--- config.mk ---
export PLATFORM = sky130hd
export DESIGN_NAME = mem_port_arbiter
export DESIGN_NICKNAME = d
export VERILOG_FILES = /design/src/rtl/mem_port_arbiter.sv
export SDC_FILE = /design/constraint.sdc
export NUM_CORES = 1
export LEC_CHECK = 0
export BUFFER_PORTS_ARGS = -buffer_cell sky130_fd_sc_hd__buf_2
export CORE_AREA = 4 4 72 74
export CTS_CLUSTER_DIAMETER = 120
export DETAILED_ROUTE_END_ITERATION = 8
export DIE_AREA = 0 0 76 78
export GPL_TIMING_DRIVEN = 0
export PLACE_DENSITY = 0.87
export RECOVER_POWER = 50
export SLEW_MARGIN = 0
export SYNTH_ARGS = -nofsm -noshare
export SYNTH_HDL_FRONTEND = slang
export SYNTH_SLANG_ARGS = --single-unit
--- constraint.sdc ---
create_clock -name clk -period 2.9 [get_ports clk]
set_input_delay 0.29 -clock clk [delete_from_list [all_inputs] [get_ports clk]]
set_output_delay 0.29 -clock clk [all_outputs]
set_load 0.01 [all_outputs]
--- src/rtl/mem_port_arbiter.sv ---
// mem_port_arbiter
//   Shares one single-ported backing memory between the fetch port (I) and the
//   MEM-stage load/store port (D). One transaction is in flight at a time.
//   The data side wins arbitration unless a fetch has waited through
//   STARVE_MAX consecutive data grants, in which case the fetch is forced.
//   A branch redirect (flush_F) drops the outstanding fetch response.
//
// Ports
//   clk, rst                 clock (rising edge), async active-low reset
//   i_req/i_addr             fetch read request (held until i_gnt)
//   i_gnt/i_rvalid/i_rdata   fetch grant and response
//   flush_F                  drop the outstanding fetch response
//   d_req/d_we/d_byt/d_addr/d_wdata   data request (held until d_gnt)
//   d_gnt/d_rvalid/d_rdata   data grant and response (store: d_rdata = 0)
//   m_req/m_we/m_byt/m_addr/m_wdata   one-cycle memory command
//   m_rvalid/m_rdata         memory response, >= 1 cycle after m_req
//   stall_F/stall_MEM        pipeline stalls for the waiting stage
//   err                      sticky: memory response seen while idle
module mem_port_arbiter #(
  parameter int unsigned XLEN       = 32,
  parameter int unsigned ADDR_BITS  = 5,
  parameter int unsigned STARVE_MAX = 4
) (
  input  logic                 clk,
  input  logic                 rst,
  input  logic                 i_req,
  input  logic [ADDR_BITS-1:0] i_addr,
  output logic                 i_gnt,
  output logic                 i_rvalid,
  output logic [XLEN-1:0]      i_rdata,
  input  logic                 flush_F,
  input  logic                 d_req,
  input  logic                 d_we,
  input  logic                 d_byt,
  input  logic [ADDR_BITS-1:0] d_addr,
  input  logic [XLEN-1:0]      d_wdata,
  output logic                 d_gnt,
  output logic                 d_rvalid,
  output logic [XLEN-1:0]      d_rdata,
  output logic                 m_req,
  output logic                 m_we,
  output logic                 m_byt,
  output logic [ADDR_BITS-1:0] m_addr,
  output logic [XLEN-1:0]      m_wdata,
  input  logic                 m_rvalid,
  input  logic [XLEN-1:0]      m_rdata,
  output logic                 stall_F,
  output logic                 stall_MEM,
  output logic                 err
);

  localparam logic [1:0] IDLE   = 2'b00;
  localparam logic [1:0] I_WAIT = 2'b01;
  localparam logic [1:0] D_WAIT = 2'b10;

  localparam int unsigned CW = (STARVE_MAX < 2) ? 1 : $clog2(STARVE_MAX + 1);
  localparam logic [CW-1:0] STARVE_LIM = CW'(STARVE_MAX);

  logic [1:0]    state;
  logic [1:0]    state_nxt;
  logic [CW-1:0] starve_cnt;
  logic          drop;
  logic          d_we_q;   // store/load kind of the D transaction in flight
  logic          pick_i;

  // Outputs are forced to zero while rst is low, even though the arbitration
  // itself is combinational from the request inputs.
  always_comb begin
    i_gnt     = 1'b0;
    i_rvalid  = 1'b0;
    i_rdata   = '0;
    d_gnt     = 1'b0;
    d_rvalid  = 1'b0;
    d_rdata   = '0;
    m_req     = 1'b0;
    m_we      = 1'b0;
    m_byt     = 1'b0;
    m_addr    = '0;
    m_wdata   = '0;
    stall_F   = 1'b0;
    stall_MEM = 1'b0;
    state_nxt = state;
    pick_i    = i_req & (~d_req | (starve_cnt == STARVE_LIM));
    if (rst) begin
      case (state)
        IDLE: begin
          if (pick_i) begin
            i_gnt     = 1'b1;
            m_req     = 1'b1;
            m_addr    = i_addr;
            state_nxt = I_WAIT;
          end else if (d_req) begin
            d_gnt     = 1'b1;
            m_req     = 1'b1;
            m_we      = d_we;
            m_byt     = d_byt;
            m_addr    = d_addr;
            m_wdata   = d_wdata;
            state_nxt = D_WAIT;
          end
        end
        I_WAIT: begin
          if (m_rvalid) begin
            i_rvalid  = ~(drop | flush_F);
            i_rdata   = i_rvalid ? m_rdata : '0;
            state_nxt = IDLE;
          end
        end
        D_WAIT: begin
          if (m_rvalid) begin
            d_rvalid  = 1'b1;
            d_rdata   = d_we_q ? '0 : m_rdata;
            state_nxt = IDLE;
          end
        end
        default: state_nxt = IDLE;
      endcase
      stall_F   = i_req & ~i_gnt;
      stall_MEM = (d_req & ~d_gnt) | ((state == D_WAIT) & ~d_rvalid);
    end
  end

  always_ff @(posedge clk or negedge rst) begin
    if (!rst) begin
      state      <= IDLE;
      starve_cnt <= '0;
      drop       <= 1'b0;
      err        <= 1'b0;
      d_we_q     <= 1'b0;
    end else begin
      state <= state_nxt;

      if (!i_req || i_gnt)
        starve_cnt <= '0;
      else if (d_gnt && (starve_cnt != STARVE_LIM))
        starve_cnt <= starve_cnt + CW'(1);

      // A flush that arrives before the fetch data is remembered until the
      // response retires; a flush coinciding with the data drops it directly.
      if (state == I_WAIT)
        drop <= m_rvalid ? 1'b0 : (drop | flush_F);
      else
        drop <= 1'b0;

      if ((state == IDLE) && m_rvalid)
        err <= 1'b1;

      if (d_gnt)
        d_we_q <= d_we;
    end
  end

endmodule

==> flow_summary.yaml, run 1 <==
cts:
  cts_hold_buf: 1
  htreeDepth: 1
  clk_path_buf_depth: 2
  cts_root_buffer: "clkbuf_8"
  postCtsSetupBuffers: 0
  clock_sinks: 8
  cts_buffers: 3
  cts_resized: 0
  path_clk_slew_ps: 40
  cts_tree: "built"
  insertion_delay_ps: 230
finish:
  diodes: 0
  area_growth_pct: 80.8
  drive_above_1_share_pct: 50.0
  fin_nets: 455
  final_cell_mix: "174 x buf_2, 78 x and2_1, 25 x clkbuf_1"
  final_common_cell: "buf_2"
sta:
  clock.fmax_mhz: 421
  tightest_slew_ps: 562
  rsz0062_at_grt: "no"
  final-setup-viol-count: 0
  period_minus_slack_ps: 2380
  period_share_pct: 81.9
  setup_tns_ps: 0
  slew_headroom_pct: 62.0
  slew_viol_final: 0
  hold_violations: 0
  skew_ps: 5.11
worst_hold_path:
  min_path_type: "primary input to flop"
  hold_path_depth: 2
global_routing:
  grt_pass1_vias: 1681
  antenna_found_initial: 0
  grt_max_degree: 17
  grt_overflow: 0
  track_usage_pct: 17.4
  grt_pass1_wl_um: 8680
setup_path:
  worstSetupEndpoint: "m_wdata[28]"
  crit_fanout: 16
  regToRegSetupSlack_ps: 960
  worstPathRequired_ps: 2610
  reg2reg_to: "state[1]$_DFFE_PN0P_"
  reg2reg_from: "state[0]$_DFFE_PN0P_"
  start_kind: "primary input"
  worstPathArrival_ps: 2090
  startpoint: "rst"
  crit_type: "primary input to output port"
  ff2ff_path_depth: 5
  crit_path_end_kind: "output port"
outcome:
  outcome: "finished, final reports clean"
synth:
  syn_nets: 258
  ys_seq_elements: 8
  synth-warning-count: 0
  synth.distinct_cells: 33
  synth.avg_cell_area_um2: 7.46
  yosysSeqAreaShare_pct: 15.7
  syn_inst: 171
  netlist_area_um2: 1270
detailed_routing:
  via_per_inst: 4.31
  dr.pass1.iters: 4
  routed_wl_um: 5750
  drtAntennaViolNets: 0
  m1WireLength_um: 2240
  wl_met2_um: 3020
  route.detailed.wl_per_inst_um: 13.7
  dr.max_layer_used: "met4"
  route.detailed.drc: 0
  via_count: 1810
  wl_met3_um: 423
  drtIter0Drc: 51
placed_design:
  portBuffers: 191
  gp_congestion: 0.883
  place_hpwl_um: 4980
floorplan:
  die_area_um2: 5930
  die_w_um: 76
  num_io_pins: 193
  core_area_um2: 4600
  num_rows: 25
  initial_core_util_pct: 27.7
  die_height_um: 78
flow_run:
  max_cap_viol_count: 0
power:
  ir_drop_mv: 0.292
  p_total_mw: 0.796
  power-per-cell-area_nw_per_um2: 345
  p_leak_nw: 1.44
## worst min-delay path by stage
stage	start	endpoint	slack, ps
after CTS	m_rvalid	drop$_DFF_PN0_	280
final	m_rvalid	drop$_DFF_PN0_	280
after floorplan	rst	d_we_q$_DFFE_PN0P_	-6
after detailed placement	rst	starve_cnt[0]$_DFFE_PN0P_	200
after global placement	rst	starve_cnt[0]$_DFFE_PN0P_	190
after global routing	m_rvalid	drop$_DFF_PN0_	300
## power breakdown
part	leakage (nW)	switching, mW	internal (mW)
Clock	0.0216	0.0475	0.0902
Combinational	1.31	0.280	0.227
Sequential	0.102	0.0150	0.136
## flip-flops by register name, summed over array words and instances (netlist names)
register,cells
d_we_q,1
drop,1
err,1
starve_cnt,3
state,2
## cell type report
type	instances	area, um2
inverter	5	18.8
fill	461	2290
sequential	8	200
tap	54	67.6
buffer	11	56.3
multi-input combinational	147	980
clock buffer	3	41.3
timing repair buffer	192	941
## critical path: stages
cell	delay [ps]
dlygate4sd3_1	530
buf_2	290
and4_1	330
clkbuf_1	300
and2_1	170
clkbuf_1	170
## per-layer routing
metal | vias up | GRT usage [%]
met3 | 6 | 3.60
li1 | 933 | -
met1 | 798 | 20.6
met2 | 73 | 31.7
met4 | 0 | 4.63
met5 | - | 0
## logic make-up after synthesis
kind of cell             after synthesis  share of synthesized area [%]
multiplexers                           3                           2.55
flip-flops                             8                           15.7
adder cells (fa/ha/maj)                5                           4.91
buffers and inverters                 16                           6.38
AO/OA/AOI/OAI                         16                           10.4
AND/OR/NAND/NOR                      123                           60.1
## cells in the mapped netlist
cell type | count | area share, %
and3_1 | 1 | 0.49
a21boi_2 | 1 | 0.88
nor2b_1 | 1 | 0.49
nand2_2 | 1 | 0.49
nor3b_4 | 1 | 1.5
a21boi_1 | 2 | 1.2
nor2_1 | 4 | 1.2
inv_2 | 1 | 0.29
a21bo_2 | 1 | 0.79
mux2i_1 | 1 | 0.79
and2b_2 | 1 | 0.69
or3_1 | 1 | 0.49
nor3b_1 | 1 | 0.59
o31a_1 | 1 | 0.69
mux2_1 | 2 | 1.8
buf_4 | 3 | 1.8
a22o_1 | 5 | 3.4
buf_2 | 8 | 3.1
and4_1 | 1 | 0.69
and4_4 | 1 | 0.88
a21o_1 | 1 | 0.59
nor3_1 | 2 | 0.79
o21ai_0 | 1 | 0.39
o311ai_2 | 1 | 1.3
ha_1 | 5 | 4.9
nand4_1 | 1 | 0.49
nand2b_1 | 1 | 0.49
and2_1 | 99 | 49
dfrtp_1 | 8 | 16
nand2_1 | 5 | 1.5
nand3_1 | 2 | 0.79
a21oi_1 | 3 | 1.2
inv_1 | 4 | 1.2
## stage by stage
step | std cells | util, % | hold WS (ps) | cell area, um2 | setup slack, ps
after floorplan | 171 | - | -5.59 | 1270 | 1210
after global placement | 416 | 50.0 | 191 | 2300 | 1020
after detailed placement | 416 | 50.0 | 199 | 2300 | 1010
after CTS | 420 | 51.1 | 281 | 2350 | 578
after global routing | 420 | 50.1 | 295 | 2300 | 336
final | 420 | 50.1 | 280 | 2300 | 524
(Power assumes the default switching activity.)
==> run 2, diff against run 1 <==
Settings changed: ABC_AREA from default to 1, CORE_AREA 4 4 72 74 to 4 4 73 75, DIE_AREA 0 0 76 78 to 0 0 77 79, PLACE_DENSITY 0.87 to 0.86.
Clock period 2.9 ns to 2.35 ns, I/O delays scaled along.
==> flow_summary.yaml, run 2 <==
outcome:
  outcome: "finished, final reports clean"
power:
  p_total_mw: 0.972
  combPwrFrac_pct: 62.3
  power-per-cell-area_nw_per_um2: 411
  p_leak_nw: 1.74
  clkPwrFrac_pct: 17.5
  switchingPower_mw: 0.457
  p_seq_share_pct: 20.1
  p_sw_share_pct: 47.0
  p_int_mw: 0.515
  ir_drop_mv: 0.315
worst_hold_path:
  min_path_type: "primary input to flop"
  hp-start: "flush_F"
  hold_path_depth: 3
  holdPathEnd: "drop$_DFF_PN0_"
detailed_routing:
  route.detailed.wl_per_inst_um: 11.2
  routed_wl_um: 5690
  dr.pass1.iters: 4
  via_per_inst: 4.07
  via_count: 2071
  drtAntennaViolNets: 0
  drtIter0Drc: 72
  route.detailed.drc: 0
setup_path:
  crit_fanout: 12
  crit_chain: "dlygate4sd3_1, buf_2, nand4_1, clkbuf_1, nor2_1, buf_2"
  crit_top_cell: "buf_2"
  cp_slowest_stage_delay_ps: 520
  ff2ff_path_depth: 7
  start_kind: "primary input"
  reg2reg_from: "state[0]$_DFFE_PN0P_"
  worstPathArrival_ps: 1950
  worstPathRequired_ps: 2120
  cp_num_buf_inv: 4
  path_delay_family: "buffers and inverters"
  crit_type: "primary input to output port"
  regToRegSetupSlack_ps: 810
  reg2reg_to: "starve_cnt[1]$_DFFE_PN0P_"
  slowest_stage: "dlygate4sd3_1"
  crit_path_end_kind: "output port"
finish:
  final_core_util_pct: 50.7
  largest_reg_flops: 3
  final_common_cell: "buf_2"
  nFillCells: 493
  top_regs: "starve_cnt: 3 flops, state: 2 flops"
  final_area_um2: 2360
  final_cell_mix: "157 x buf_2, 77 x inv_1, 75 x nor2_1"
  fin_nets: 544
  max_flop_register: "starve_cnt"
  area_growth_pct: 77.1
  diodes: 0
  drive_above_1_share_pct: 45.3
  stdcell_count: 509
cts:
  path_clk_slew_ps: 40
  htreeDepth: 1
  cts_root_buffer: "clkbuf_8"
  clock_sinks: 8
  clk_path_buf_depth: 2
  insertion_delay_ps: 230
  cts_tree: "built"
  cts_buffers: 3
global_routing:
  track_usage_pct: 17.2
  antenna_found_initial: 0
  grt_overflow: 0
  grt_pass1_vias: 1913
  grt_pass1_wl_um: 8740
  grt_max_degree: 13
synth:
  synth-warning-count: 0
  yosysSeqAreaShare_pct: 15.0
  synth.area.top_cells: "inv_1 21%, nor2_1 21%, dfrtp_1 15%, nor2_2 15%, nand2_1 10%"
  ys_seq_elements: 8
  async_flop_share_pct: 100
  synth_edf_count: 0
  netlist_area_um2: 1340
  syn_inst: 259
  synth_most_common_cell: "inv_1"
  synth_commonest_cells: "76 x inv_1, 74 x nor2_1, 37 x nand2_1"
  syn_nets: 346
  ys.flop_type: "dfrtp_1"
  yosys.area.top_type_share_pct: 21.4
  synth.distinct_cells: 18
  synth.avg_cell_area_um2: 5.15
  synth.largest_area_cell: "inv_1"
sta:
  slew_headroom_pct: 72.6
  slew_viol_final: 0
  period_minus_slack_ps: 2180
  hold_violations: 0
  rsz0062_at_grt: "no"
  tightest_slew_ps: 412
  period_share_pct: 92.9
  final-setup-viol-count: 0
  finalWorstSetupSlack_ps: 167
  holdWs_ps: 253
  skew_ps: 1.39
  setup_tns_ps: 0
  clock.fmax_mhz: 458
placed_design:
  place_hpwl_um: 5020
  gp_congestion: 0.845
  dp_cells: 505
  place_area_um2: 2360
  place_ws_ps: 552
  portBuffers: 192
floorplan:
  initial_core_util_pct: 28.6
  num_io_pins: 193
  core_area_um2: 4660
  die_height_um: 79
  die_area_um2: 6080
  num_rows: 25
  die_w_um: 77
flow_run:
  max_cap_viol_count: 0
-- run 2: cell count changes after synthesis, sizes merged, moves of 5 or more --
cell	previous run	this run
nor2	4	106
inv	5	78
a22o	5	0
buf	11	6
and2	99	0
nand2	6	40
-- run 2: kinds of logic after synthesis --
kind of cell	Yosys count	share of synthesized area, %
AND/OR/NAND/NOR	152	50.9
buffers and inverters	87	26.4
adder cells (fa/ha/maj)	5	4.69
flip-flops	8	15.0
AO/OA/AOI/OAI	7	3.00
-- run 2: worst max path at each step --
stage,from,endpoint,slack [ps],depth (start not counted)
3_3_place_gp,state[0]$_DFFE_PN0P_,m_wdata[23],580,8
4_1_cts,rst,i_rdata[23],160,6
5_1_grt,rst,m_wdata[21],10,8
3_5_place_dp,state[0]$_DFFE_PN0P_,m_wdata[21],550,8
6_report,rst,i_rdata[3],170,6
2_1_floorplan,state[0]$_DFFE_PN0P_,m_wdata[10],830,7
-- run 2: layout make-up --
| cell class | instances | area (um2) | area share (%) |
|---|---|---|---|
| multi-input combinational | 164 | 777 | 32.9 |
| clock buffer | 3 | 41.3 | 1.75 |
| inverter | 78 | 293 | 12.4 |
| timing repair buffer | 193 | 932 | 39.4 |
| buffer | 9 | 53.8 | 2.28 |
| tap | 54 | 67.6 | 2.86 |
| sequential | 8 | 200 | 8.47 |
-- run 2: power groups by stage --
stage	registers [mW]	logic, mW	clock network (mW)
6_report	0.195	0.606	0.171
3_5_place_dp	0.197	0.626	0
2_1_floorplan	0.191	0.377	0
5_1_grt	0.201	0.682	0.186
3_3_place_gp	0.195	0.609	0
4_1_cts	0.195	0.631	0.178
-- run 2: routing by layer --
metal	global-route usage (%)	share of wire, %	up-vias
li1	-	-	1100
met1	19.3	39	868
met2	32.8	52	97
met3	3.63	7.8	6
met4	4.63	0.97	0
met5	0	0	-
-- run 2: what timing repair did --
item / 4_1_cts / 5_1_grt
buffers inserted: 0 / 0
hold buffers: 1 / 0
gates resized for setup: 0 / 2
hold endpoints to repair: 8 / 0
endpoints found under the setup margin: 0 / 1
-- run 2: tightest hold or removal path, stage by stage --
cell    delay, ps
buf_2          80
nor2_1         40
nor2_1         90
